===== src/rtl/spi_pkg.sv =====
// Shared definitions for the FIFO-buffered SPI master: register map, bit positions, FSM states.
package spi_pkg;
  localparam logic [2:0] REG_DIV    = 3'd0;
  localparam logic [2:0] REG_DATA   = 3'd1;
  localparam logic [2:0] REG_CTRL   = 3'd2;
  localparam logic [2:0] REG_CSEL   = 3'd3;
  localparam logic [2:0] REG_STATUS = 3'd4;

  localparam int STAT_BUSY     = 0;
  localparam int STAT_TX_FULL  = 1;
  localparam int STAT_TX_EMPTY = 2;
  localparam int STAT_RX_FULL  = 3;
  localparam int STAT_RX_EMPTY = 4;
  localparam int STAT_RX_OVF   = 5;

  localparam int CTRL_CPHA = 0;
  localparam int CTRL_CPOL = 1;
  localparam int CTRL_LSB  = 2;

  typedef enum logic {ST_IDLE = 1'b0, ST_SHIFT = 1'b1} spi_state_e;

  // Outgoing end of the shifter and the shifter after one bit has left.
  function automatic logic out_bit(input logic [7:0] sr, input logic lsb);
    return lsb ? sr[0] : sr[7];
  endfunction

  function automatic logic [7:0] shift_out(input logic [7:0] sr, input logic lsb);
    return lsb ? {1'b0, sr[7:1]} : {sr[6:0], 1'b0};
  endfunction
endpackage


===== src/rtl/spi_fifo.sv =====
// Synchronous FIFO; push ignored when full, pop ignored when empty.
module spi_fifo #(
  parameter int WIDTH = 8,
  parameter int DEPTH = 4
) (
  input  logic             clk,
  input  logic             rst,
  input  logic             push,
  input  logic             pop,
  input  logic [WIDTH-1:0] din,
  output logic [WIDTH-1:0] dout,
  output logic             full,
  output logic             empty
);
  localparam int AW = $clog2(DEPTH);

  logic [WIDTH-1:0] mem [DEPTH];
  logic [AW-1:0]    wr_ptr, rd_ptr;
  logic [AW:0]      cnt;
  logic             do_push, do_pop;

  assign full    = (cnt == (AW+1)'(DEPTH));
  assign empty   = (cnt == '0);
  assign do_push = push & ~full;
  assign do_pop  = pop & ~empty;
  assign dout    = mem[rd_ptr];

  always_ff @(posedge clk) begin
    if (rst) begin
      wr_ptr <= '0;
      rd_ptr <= '0;
      cnt    <= '0;
    end else begin
      if (do_push) wr_ptr <= wr_ptr + 1'b1;
      if (do_pop)  rd_ptr <= rd_ptr + 1'b1;
      case ({do_push, do_pop})
        2'b10:   cnt <= cnt + 1'b1;
        2'b01:   cnt <= cnt - 1'b1;
        default: cnt <= cnt;
      endcase
    end
  end

  always_ff @(posedge clk) begin
    if (do_push) mem[wr_ptr] <= din;
  end
endmodule


===== src/rtl/spi_master_fifo.sv =====
// SPI master with TX/RX FIFOs, all four modes, MSB/LSB first, software chip selects.
module spi_master_fifo
  import spi_pkg::*;
#(
  parameter int NUM_CS     = 4,
  parameter int FIFO_DEPTH = 4,
  parameter int DIV_WIDTH  = 8
) (
  input  logic              i_clk,
  input  logic              i_rst,
  input  logic              i_cs,
  input  logic              i_rwb,
  input  logic [2:0]        i_addr,
  input  logic [7:0]        i_data,
  output logic [7:0]        o_data,
  output logic [NUM_CS-1:0] o_spi_cs_n,
  output logic              o_spi_clk,
  output logic              o_spi_mosi,
  input  logic              i_spi_miso
);
  logic [DIV_WIDTH-1:0] div_q, div_sh, div_cnt;
  logic [2:0]           ctrl_q;
  logic [NUM_CS-1:0]    csel_q;
  logic                 rx_ovf_q;
  logic                 cpha_sh, lsb_sh;
  logic [3:0]           edge_cnt;
  logic [7:0]           tx_sr, rx_sr, rx_next, rx_din;
  spi_state_e           state_q, state_d;

  logic wr, rd, tx_pop, rx_push, tick, sample, shift, busy;
  logic [7:0] tx_dout, rx_dout;
  logic tx_full, tx_empty, rx_full, rx_empty;

  assign wr = i_cs & ~i_rwb;
  assign rd = i_cs & i_rwb;

  spi_fifo #(.WIDTH(8), .DEPTH(FIFO_DEPTH)) u_tx_fifo (
    .clk(i_clk), .rst(i_rst),
    .push(wr && i_addr == REG_DATA), .pop(tx_pop),
    .din(i_data), .dout(tx_dout), .full(tx_full), .empty(tx_empty)
  );

  spi_fifo #(.WIDTH(8), .DEPTH(FIFO_DEPTH)) u_rx_fifo (
    .clk(i_clk), .rst(i_rst),
    .push(rx_push), .pop(rd && i_addr == REG_DATA),
    .din(rx_din), .dout(rx_dout), .full(rx_full), .empty(rx_empty)
  );

  assign busy = (state_q != ST_IDLE) | ~tx_empty;

  // Edge parity: edge_cnt holds edges already made, so the upcoming edge is odd when edge_cnt is even.
  assign sample  = tick & (cpha_sh ? edge_cnt[0] : ~edge_cnt[0]);
  assign shift   = tick & (cpha_sh ? ~edge_cnt[0] : (edge_cnt[0] && edge_cnt != 4'd15));
  assign rx_next = lsb_sh ? {i_spi_miso, rx_sr[7:1]} : {rx_sr[6:0], i_spi_miso};
  assign rx_din  = sample ? rx_next : rx_sr;

  always_ff @(posedge i_clk) begin
    if (i_rst) state_q <= ST_IDLE;
    else       state_q <= state_d;
  end

  always_comb begin
    state_d = state_q;
    tx_pop  = 1'b0;
    rx_push = 1'b0;
    tick    = 1'b0;
    case (state_q)
      ST_IDLE: if (!tx_empty) begin
        tx_pop  = 1'b1;
        state_d = ST_SHIFT;
      end
      ST_SHIFT: if (div_cnt == div_sh) begin
        tick = 1'b1;
        if (edge_cnt == 4'd15) begin
          rx_push = 1'b1;
          state_d = ST_IDLE;
        end
      end
      default: state_d = ST_IDLE;
    endcase
  end

  // Register file
  always_ff @(posedge i_clk) begin
    if (i_rst) begin
      div_q    <= DIV_WIDTH'(1);
      ctrl_q   <= '0;
      csel_q   <= '0;
      rx_ovf_q <= 1'b0;
    end else begin
      if (wr) begin
        case (i_addr)
          REG_DIV:    div_q  <= DIV_WIDTH'(i_data);
          REG_CTRL:   ctrl_q <= i_data[2:0];
          REG_CSEL:   csel_q <= i_data[NUM_CS-1:0];
          REG_STATUS: if (i_data[STAT_RX_OVF]) rx_ovf_q <= 1'b0;
          default: ;
        endcase
      end
      if (rx_push && rx_full) rx_ovf_q <= 1'b1;
    end
  end

  // Divider, shifter and serial outputs
  always_ff @(posedge i_clk) begin
    if (i_rst) begin
      div_sh     <= '0;
      div_cnt    <= '0;
      cpha_sh    <= 1'b0;
      lsb_sh     <= 1'b0;
      edge_cnt   <= '0;
      tx_sr      <= '0;
      rx_sr      <= '0;
      o_spi_clk  <= 1'b0;
      o_spi_mosi <= 1'b0;
      o_spi_cs_n <= '1;
    end else begin
      o_spi_cs_n <= ~csel_q;
      if (state_q == ST_IDLE) o_spi_clk <= ctrl_q[CTRL_CPOL];
      if (tx_pop) begin
        div_sh   <= div_q;
        cpha_sh  <= ctrl_q[CTRL_CPHA];
        lsb_sh   <= ctrl_q[CTRL_LSB];
        div_cnt  <= '0;
        edge_cnt <= '0;
        rx_sr    <= '0;
        // CPHA=0 presents the first bit at load, so the shifter starts one bit ahead.
        if (ctrl_q[CTRL_CPHA]) begin
          tx_sr <= tx_dout;
        end else begin
          tx_sr      <= shift_out(tx_dout, ctrl_q[CTRL_LSB]);
          o_spi_mosi <= out_bit(tx_dout, ctrl_q[CTRL_LSB]);
        end
      end else if (state_q == ST_SHIFT) begin
        if (tick) begin
          div_cnt   <= '0;
          edge_cnt  <= edge_cnt + 4'd1;
          o_spi_clk <= ~o_spi_clk;
        end else begin
          div_cnt <= div_cnt + 1'b1;
        end
        if (shift) begin
          o_spi_mosi <= out_bit(tx_sr, lsb_sh);
          tx_sr      <= shift_out(tx_sr, lsb_sh);
        end
        if (sample) rx_sr <= rx_next;
      end
    end
  end

  always_comb begin
    o_data = 8'h00;
    case (i_addr)
      REG_DIV:    o_data = 8'(div_q);
      REG_DATA:   o_data = rx_empty ? 8'h00 : rx_dout;
      REG_CTRL:   o_data = {5'b0, ctrl_q};
      REG_CSEL:   o_data = 8'(csel_q);
      REG_STATUS: begin
        o_data[STAT_BUSY]     = busy;
        o_data[STAT_TX_FULL]  = tx_full;
        o_data[STAT_TX_EMPTY] = tx_empty;
        o_data[STAT_RX_FULL]  = rx_full;
        o_data[STAT_RX_EMPTY] = rx_empty;
        o_data[STAT_RX_OVF]   = rx_ovf_q;
      end
      default: o_data = 8'h00;
    endcase
  end
endmodule


===== config.mk =====
export PLATFORM = sky130hd
export DESIGN_NAME = spi_master_fifo
export DESIGN_NICKNAME = d
export VERILOG_FILES = /design/src/rtl/spi_pkg.sv /design/src/rtl/spi_fifo.sv /design/src/rtl/spi_master_fifo.sv
export SDC_FILE = /design/constraint.sdc
export NUM_CORES = 1
export LEC_CHECK = 0
export ABC_CLOCK_PERIOD_IN_PS = 3300
export CORE_MARGIN = 2
export CORE_UTILIZATION = 60
export DETAILED_ROUTE_END_ITERATION = 12
export DONT_BUFFER_PORTS = 1
export GPL_ROUTABILITY_DRIVEN = 0
export GPL_TIMING_DRIVEN = 1
export PLACE_DENSITY = 0.76
export SLEW_MARGIN = 25
export SYNTH_ARGS = -nofsm -noshare
export SYNTH_HDL_FRONTEND = slang
export SYNTH_SLANG_ARGS = --single-unit

===== constraint.sdc =====
create_clock -name i_clk -period 3.3 [get_ports i_clk]
set_clock_uncertainty 0.1 [all_clocks]
set_input_delay 0.99 -clock i_clk [delete_from_list [all_inputs] [get_ports i_clk]]
set_output_delay 0.99 -clock i_clk [all_outputs]
set_load 0.05 [all_outputs]

### Yosys cells after proc, flatten, opt, wreduce, memory -nomap -nowiden

Memory sizes are Yosys's and may differ from the RTL's. A register that Yosys moved wholly into a read port is not among the register bits.
Index checks and enable logic that the tools add are counted.

| operators by class | value |
|---|---|
| eq/ne operators | 14 |
| mux-type cells | 48 |
| add/subtract/negate cells | 10 |
| bitwise operators | 18 |
| reductions and logical operators | 22 |

Operators by type and width:

| cell | number |
|---|---|
| $mux 8 | 10 |
| $pmux 6 s5 | 1 |
| $mux 1 | 29 |
| $reduce_bool 2->1 | 7 |
| $pmux 3 s2 | 2 |
| $reduce_and 2->1 | 5 |
| $eq 3x3->1 const B | 3 |
| $logic_not 3->1 | 3 |
| $add 2x1->2 const B | 4 |
| $add 8x1->8 const B | 1 |
| $and 1x1->1 | 8 |
| $eq 8x8->1 | 1 |
| $mux 2 | 4 |
| $not 1->1 | 8 |
| $add 3x1->3 const B | 2 |
| $eq 3x2->1 const B | 2 |
| $reduce_and 3->1 | 2 |
| $sub 3x1->3 const B | 2 |
| $add 4x1->4 const B | 1 |
| $eq 2x1->1 const B | 2 |
| $eq 2x2->1 const B | 2 |
| $eq 4x4->1 const B | 1 |
| $logic_and 1x1->1 | 4 |
| $ne 4x4->1 const B | 1 |
| 7 further kinds | 7 |

| storage, ports and cells | value |
|---|---|
| word-level logic and storage cells | 135 |
| bits of input ports | 16 |
| bits in registers | 75 |
| output and inout port bits | 14 |
| memory bits (writable) | 64 |
| memories | 2 |

Memories:

| memory | words | width | rd ports | clocked after Yosys merged registers in | wr ports | RTL line | text |
|---|---|---|---|---|---|---|---|
| u_rx_fifo.mem | 4 | 8 | 1 | 1 | 1 | spi_fifo.sv:17 | `logic [WIDTH-1:0] mem [DEPTH];` |
| u_tx_fifo.mem | 4 | 8 | 1 | 1 | 1 | spi_fifo.sv:17 |  |

### Logic depth before layout (Yosys ltp)

Gate-level depths: netlist (run 1).

| depth | value |
|---|---|
| depth in word-level cells | 7 |
| gate-level depth with buffers | 11 |
| depth with buffers taken out | 11 |

### Hierarchy

Synthesis (run 1) repeated with hierarchy kept, for this count alone.

| second synthesis, totals | value |
|---|---|
| cells, all modules | 560 |
| area, all modules | 6424.9 sq um |

Modules (own cells, without submodules):

| module | times used | area each (sq um) | sequential area each (sq um) | cells an instance |
|---|---|---|---|---|
| spi_fifo | 2 | 1635.3 | 1141.1 | 96 |
| spi_master_fifo | 1 | 3154.3 | 1221.2 | 368 |

### Worst setup path before layout (run 1)

Ideal clock, no wire load.

| timing path | value |
|---|---|
| path kind | input port to output port |
| start | in i_addr[1] |
| end | out o_data[2] |
| data arrival time | 2.628 ns |
| data required time | 2.210 ns |
| path slack | -0.418 ns |
| stages | 5 |
| cells stage by stage | clkbuf_1 mux2i_1 nor2_1 a31oi_1 o21ai_0 |

| between the ends | value |
|---|---|
| cells in the longest elaborated chain, start to end | 2 |
| elaborated cells between the ends (all ways) | 6 |

RTL lines:

| item | RTL line | text |
|---|---|---|
| from (decl) | spi_master_fifo.sv:13 | `input logic [2:0] i_addr,` |
| $eq 3x3->1, or another cell as far along | spi_master_fifo.sv:153 | `case (i_addr)` |
| $pmux 6 s5 (*) | spi_master_fifo.sv:153 |  |
| to (decl) | spi_master_fifo.sv:15 | `output logic [7:0] o_data,` |

Mark *: on every way between the ends. The rest lies on a longest branch, timed or not.

### Final worst setup path (run 1)

| timing path | value |
|---|---|
| start | reg u_rx_fifo.cnt[0] |
| end | out o_data[2] |

| between the ends | value |
|---|---|
| cells in the longest elaborated chain, start to end | 3 |

RTL lines:

| item | RTL line | text |
|---|---|---|
| from (decl) | spi_fifo.sv:19 | `logic [AW:0] cnt;` |
| from (signal assigned) | spi_fifo.sv:37 | `2'b10: cnt <= cnt + 1'b1;` |
| from (signal assigned) | spi_fifo.sv:38 | `2'b01: cnt <= cnt - 1'b1;` |
| from (signal assigned) | spi_fifo.sv:39 | `default: cnt <= cnt;` |
| $logic_not 3->1 | spi_fifo.sv:23 | `assign empty = (cnt == '0);` |
| $mux 8 | spi_master_fifo.sv:155 | `REG_DATA: o_data = rx_empty ? 8'h00 : rx_dout;` |
| $pmux 6 s5 | spi_master_fifo.sv:153 |  |

Every way passes these cells.

==> impl_metrics.yaml, run 1 <==
status:
  outcome: "finished clean"
cells_and_area:
  regArea_um2: 3508
  utilization: 0.6925
  areaGrowthSynthToFinish_pct: 12.30
  fillCellCount: 740
  multi_input_area_um2: 2675
  antenna_cells: 0
  drive_gt1_frac: 0.1818
  layout.nets: 567
power:
  seqPwrFrac: 0.432
  p_per_area_nw_per_um2: 677.6
  pwr-share-comb: 0.181
  peakVddDrop_v: 0.0007675
  power.switching_mw: 1.502
  p_int_mw: 3.320
  p_leak_nw: 2.475
  switching_share: 0.3115
  clkPwrFrac: 0.387
  p_total_mw: 4.822
global_routing:
  use_met3: 0.06079
  grt_pass1_vias: 3899
  grt.total_usage: 0.2481
  met1_usage: 0.3310
  grt-ovfl-total: 0
  grt_max_degree: 48
  grt_use_met2: 0.3894
  antenna_found_initial: 0
  grt_pass1_wl_um: 20920
  busiest_layer: "met2"
worst_setup_path:
  arrival_ns: 2.08
  worstSetupEndpointType: "output port"
  r2r_slack_ns: 0.55
  crit_path_start_kind: "register"
  worstPathRequired_ns: 2.21
  cp_max_fo: 7
  criticalPathCategory: "register to output port"
placed_design:
  port_buffers: 0
  dp_slack_ns: 0.1740
  place_hpwl_um: 9005
synth:
  synth_area_um2: 6337
  yosysSeqAreaShare: 0.5528
  synth.most_common_cell: "dfxtp_1"
  synthTopCellsByCount: "dfxtp_1 (79), edfxtp_1 (64), nor2_1 (51)"
  yosysWarnings: 0
  ys_ff_latch: 143
  syn-num-nets: 560
  syn_avg_cell_area_um2: 11.96
  synth_cells: 530
  ys.flop_type: "dfxtp_1"
  synth_area_leaders: "edfxtp_1 (30%), dfxtp_1 (25%), mux2i_1 (5.7%)"
  synth_edf_count: 64
  ys_types: 54
  yosysTopAreaCellShare: 0.3033
  synthArstFlopShare: 0
  yosysTopAreaCell: "edfxtp_1"
timing:
  whs_ns: 0.3256
  min_period_ns: 3.173
  finalMaxSlewViolations: 0
  worst_pin_slew_ns: 0.8703
  final-setup-viol-count: 0
  rsz0062_at_grt: "no"
  max_freq_mhz: 315.2
  setup_ws_ns: 0.1270
  maxSlewHeadroom: 0.4190
  finalCritPeriodShare: 0.9615
  finalHoldViolCount: 0
min_path:
  hold_path_class: "register to register"
floorplanning:
  fp.dieW_um: 106.8
  start_util: 0.6166
  pin_count: 30
  fp-row-count: 37
  die_area_um2: 11400
  die_y_um: 106.8
  core-area_um2: 10280
detailed_routing:
  wl_per_cell_um: 19.13
  vias: 4110
  routed_wl_um: 13130
  vias_per_cell: 5.991
  drt_iter0_drc: 341
  antenna_left: 0
  dr.pass1.iters: 5
  drc: 0
clocking:
  clock_path_buffers: 2
  cts.sinks: 143
  cts_max_level: 4
  postCtsHoldBufs: 0
  clkLatencyLatePin_ns: 0.54
  clk_pin_slew_ns: 0.07
  cts_root_buffer: "clkbuf_8"
  cts_tree: "built"
  cts_buffers: 17
run:
  cap_violations: 0
[power by group through the flow]
stage,combinational [mW],clock [mW],sequential [mW]
3_5_place_dp,0.864,0,2.12
4_1_cts,0.870,1.89,2.09
3_3_place_gp,0.842,0,2.12
5_1_grt,0.976,1.95,2.10
2_1_floorplan,0.774,0,2.07
6_report,0.873,1.86,2.09
[critical path, stage by stage, from the launching register on]
cell	delay (ns)
dfxtp_1	0.38
o31a_1	0.37
and2_1	0.26
a32oi_1	0.19
o21ai_1	0.13
buf_4	0.21
[kinds of logic after synthesis]
group,count (synthesis),share of synthesized area
AO/OA/AOI/OAI,63,0.06555
XOR/XNOR,29,0.04008
adder cells (fa/ha/maj),14,0.03001
buffers and inverters,44,0.02922
flip-flops,143,0.5528
multiplexers,70,0.1457
AND/OR/NAND/NOR,167,0.1366
[cell type report]
| cell class | instances | share of cell area |
|---|---|---|
| Sequential cell | 143 | 0.4930 |
| Timing Repair Buffer | 16 | 0.01688 |
| Tap cell | 136 | 0.02391 |
| Inverter | 16 | 0.008439 |
| Multi-Input combinational cell | 343 | 0.3759 |
| Clock buffer | 17 | 0.05819 |
| Clock inverter | 15 | 0.02373 |
[registers in the layout, indices dropped and copies added (netlist names), 4 cells and up, named ones only]
| name | cells |
|---|---|
| o_spi_cs_n | 4 |
| div_sh | 8 |
| tx_sr | 8 |
| u_tx_fifo.mem | 32 |
| edge_cnt | 4 |
| csel_q | 4 |
| rx_sr | 8 |
| div_q | 8 |
| div_cnt | 8 |
| u_rx_fifo.mem | 32 |
[metrics by stage]
step / area [µm²] / std cells / TNS [ns]
finish: 7117 / 686 / 0
floorplan: 6354 / 530 / -0.3728
global route: 7117 / 686 / 0
detailed placement: 6499 / 650 / 0
CTS: 7083 / 682 / 0
global placement: 6499 / 650 / 0
[cells in the final DEF (no fill, tap or decap), drive strengths merged, types with 2 or more instances in the layout]
cell    instances
mux2i          36
nand4           7
and2b           2
or2             3
buf            16
nand3b          2
a221oi          6
and3            6
or3             2
nand3           4
clkbuf         17
a311oi          2
o21ai          13
mux2           18
nor3            7
or3b            2
o221ai          2
nor4           12
nor2b          11
and2            9
inv            22
nor2           51
xor2           13
dfxtp          79
xnor2          16
nand2          44
a31oi           5
o211ai          6
fa              2
ha             12
edfxtp         64
a21oi          22
a211oi          3
clkinv          7
mux4           16
[worst paths after layout]
check	startpoint	endpoint	cells past startpoint
worst min register to register	csel_q[1]	o_spi_cs_n[1]	1
worst max-delay path	u_rx_fifo.cnt[0]	o_data[2]	5
worst min-delay path	csel_q[1]	o_spi_cs_n[1]	1
worst max register to register	state_q	u_rx_fifo.cnt[2]	9
[metal layers]
layer	wire length, µm	vias to the layer above
met1	5630	1991
li1	-	1940
met5	0	-
met4	222	0
met3	891	22
met2	6380	157
[timing repair]
item                                    4_1_cts  5_1_grt
buffers inserted                              0        4
endpoints found under the setup margin        4        4
gates resized for setup                       1        2
No activity file was read; power rests on OpenSTA's default activity.
==> run 2: changes to the inputs <==
Settings changed: DONT_BUFFER_PORTS 1 to not set, PLACE_DENSITY 0.76 to 0.79.
==> run 2 against run 1 <==
Effect of this change: worst setup slack worse by 0.060 ns; maximum frequency is 1.9% lower; largest cell class unchanged; clock power is 4% lower; non-clock buffer count is 47 higher; power is 1.0% higher.
==> impl_metrics.yaml, run 2 (synthesis gave the netlist of run 1 again) <==
clocking:
  clock_path_buffers: 2
  cts.sinks: 143
  clk_pin_slew_ns: 0.06
  cts_max_level: 4
  cts_buffers: 17
  postCtsHoldBufs: 0
  cts_setup_buffers: 0
  clkLatencyLatePin_ns: 0.54
  cts_tree: "built"
  cts_root_buffer: "clkbuf_8"
worst_setup_path:
  worstSetupEndpointType: "output port"
  worstPathRequired_ns: 2.21
  crit_path_start_kind: "register"
  crit_buf_inv: 2
  crit_family: "multiplexers"
  cp_max_fo: 7
  criticalPathCategory: "register to output port"
  slowest_delay_ns: 0.55
  cp_cell_sequence: "mux4_2, a21oi_1, nor3_2, buf_4, buf_12"
  arrival_ns: 2.14
  slowest_stage: "mux4_2"
status:
  outcome: "finished clean"
power:
  p_per_area_nw_per_um2: 641.3
  pwr-share-comb: 0.213
  seqPwrFrac: 0.422
  peakVddDrop_v: 0.0004863
  p_int_mw: 3.441
  p_leak_nw: 2.692
  clkPwrFrac: 0.365
  power.switching_mw: 1.431
  switching_share: 0.2938
detailed_routing:
  dr.pass1.iters: 5
  vias_per_cell: 5.701
  antenna_left: 0
  vias: 4179
  drc: 0
  routed_wl_um: 13240
  drt_iter0_drc: 300
  wl_per_cell_um: 18.06
global_routing:
  grt.total_usage: 0.2535
  grt_max_degree: 47
  grt-ovfl-total: 0
  grt_pass1_vias: 4171
  grt_pass1_wl_um: 21530
  antenna_found_initial: 0
cells_and_area:
  drive_gt1_frac: 0.2060
  areaGrowthSynthToFinish_pct: 19.86
  top_regs: "u_rx_fifo.mem: 32 flops, u_tx_fifo.mem: 32 flops"
  antenna_cells: 0
  mostFrequentLayoutCell: "dfxtp_1"
  final_cell_mix: "dfxtp_1 (78), edfxtp_1 (64), nor2_1 (50)"
  utilization: 0.7391
  layout.nets: 614
  fin_area_um2: 7596
timing:
  maxSlewHeadroom: 0.5235
  setup_ws_ns: 0.06673
  max_freq_mhz: 309.3
  finalMaxSlewViolations: 0
  finalHoldViolCount: 0
  worst_pin_slew_ns: 0.7092
  final-setup-viol-count: 0
  finalCritPeriodShare: 0.9798
  min_period_ns: 3.233
  rsz0062_at_grt: "no"
floorplanning:
  start_util: 0.6166
  die_y_um: 106.8
  pin_count: 30
  fp-row-count: 37
  core-area_um2: 10280
  die_area_um2: 11400
  fp.dieW_um: 106.8
placed_design:
  port_buffers: 29
  dp_slack_ns: -0.2978
  place_hpwl_um: 9348
  placed_area_um2: 7032
min_path:
  hold_path_class: "register to register"
run:
  cap_violations: 0
==> run 2: area by class of cell <==
type | count | area (µm²)
fillers | 662 | 2681
clock inverters | 10 | 113.9
repair buffers | 63 | 630.6
multi-input cells | 343 | 2681
well taps | 136 | 170.2
clock buffers | 22 | 432.9
flip-flops and latches | 143 | 3507
inverters | 16 | 60.06
==> run 2: repair_timing <==
item                                    CTS  global route
pin swaps                                 2             2
endpoints found under the setup margin    8             7
resized for setup                         8             5
hold endpoints to repair                  0             0
==> run 2: worst paths after layout <==
path	endpoint	from	cells past startpoint	slack [ns]
hold reg to reg	o_spi_cs_n[1]	csel_q[1]	1	0.34
setup reg to reg	u_rx_fifo.cnt[2]	div_cnt[0]	10	0.66
setup / recovery	o_data[6]	register	5	0.07
hold / removal	o_spi_cs_n[1]	csel_q[1]	1	0.34
==> run 2: layer usage <==
layer  wire length, µm  vias up  track usage
met1              5805     2024       0.3189
met5                 0        -            0
met4               261        0       0.1076
met3               537       21      0.06322
li1                  -     2028            -
met2              6635      106       0.4186
==> run 2: power groups by stage <==
| stage | Clock, mW | Combinational, mW | Sequential [mW] |
|---|---|---|---|
| detailed placement | 0 | 1.03 | 2.09 |
| floorplan | 0 | 0.774 | 2.07 |
| finish | 1.78 | 1.04 | 2.05 |
| global route | 1.88 | 1.13 | 2.07 |
| global placement | 0 | 1.00 | 2.08 |
| CTS | 1.81 | 1.03 | 2.05 |
==> run 2: worst reg2reg max path: stages, from the launching register on <==
cell     delay, ns
dfxtp_1       0.47
xnor2_1       0.19
nand4_1       0.30
nor4_4        0.41
inv_1         0.08
ha_1          0.20
inv_1         0.07
fa_1          0.18
xor2_1        0.07
or3_1         0.31
a21oi_1       0.16
==> run 2: per-stage QoR <==
stage | TNS (ns) | hold WS (ns) | power [mW] | cells
after floorplan | -0.3728 | 0.2662 | 2.843 | 530
after global placement | -1.779 | 0.3291 | 3.084 | 701
after detailed placement | -2.172 | 0.3255 | 3.115 | 701
after CTS | 0 | 0.3354 | 4.889 | 733
after global routing | 0 | 0.3411 | 5.082 | 733
final | 0 | 0.3362 | 4.872 | 733
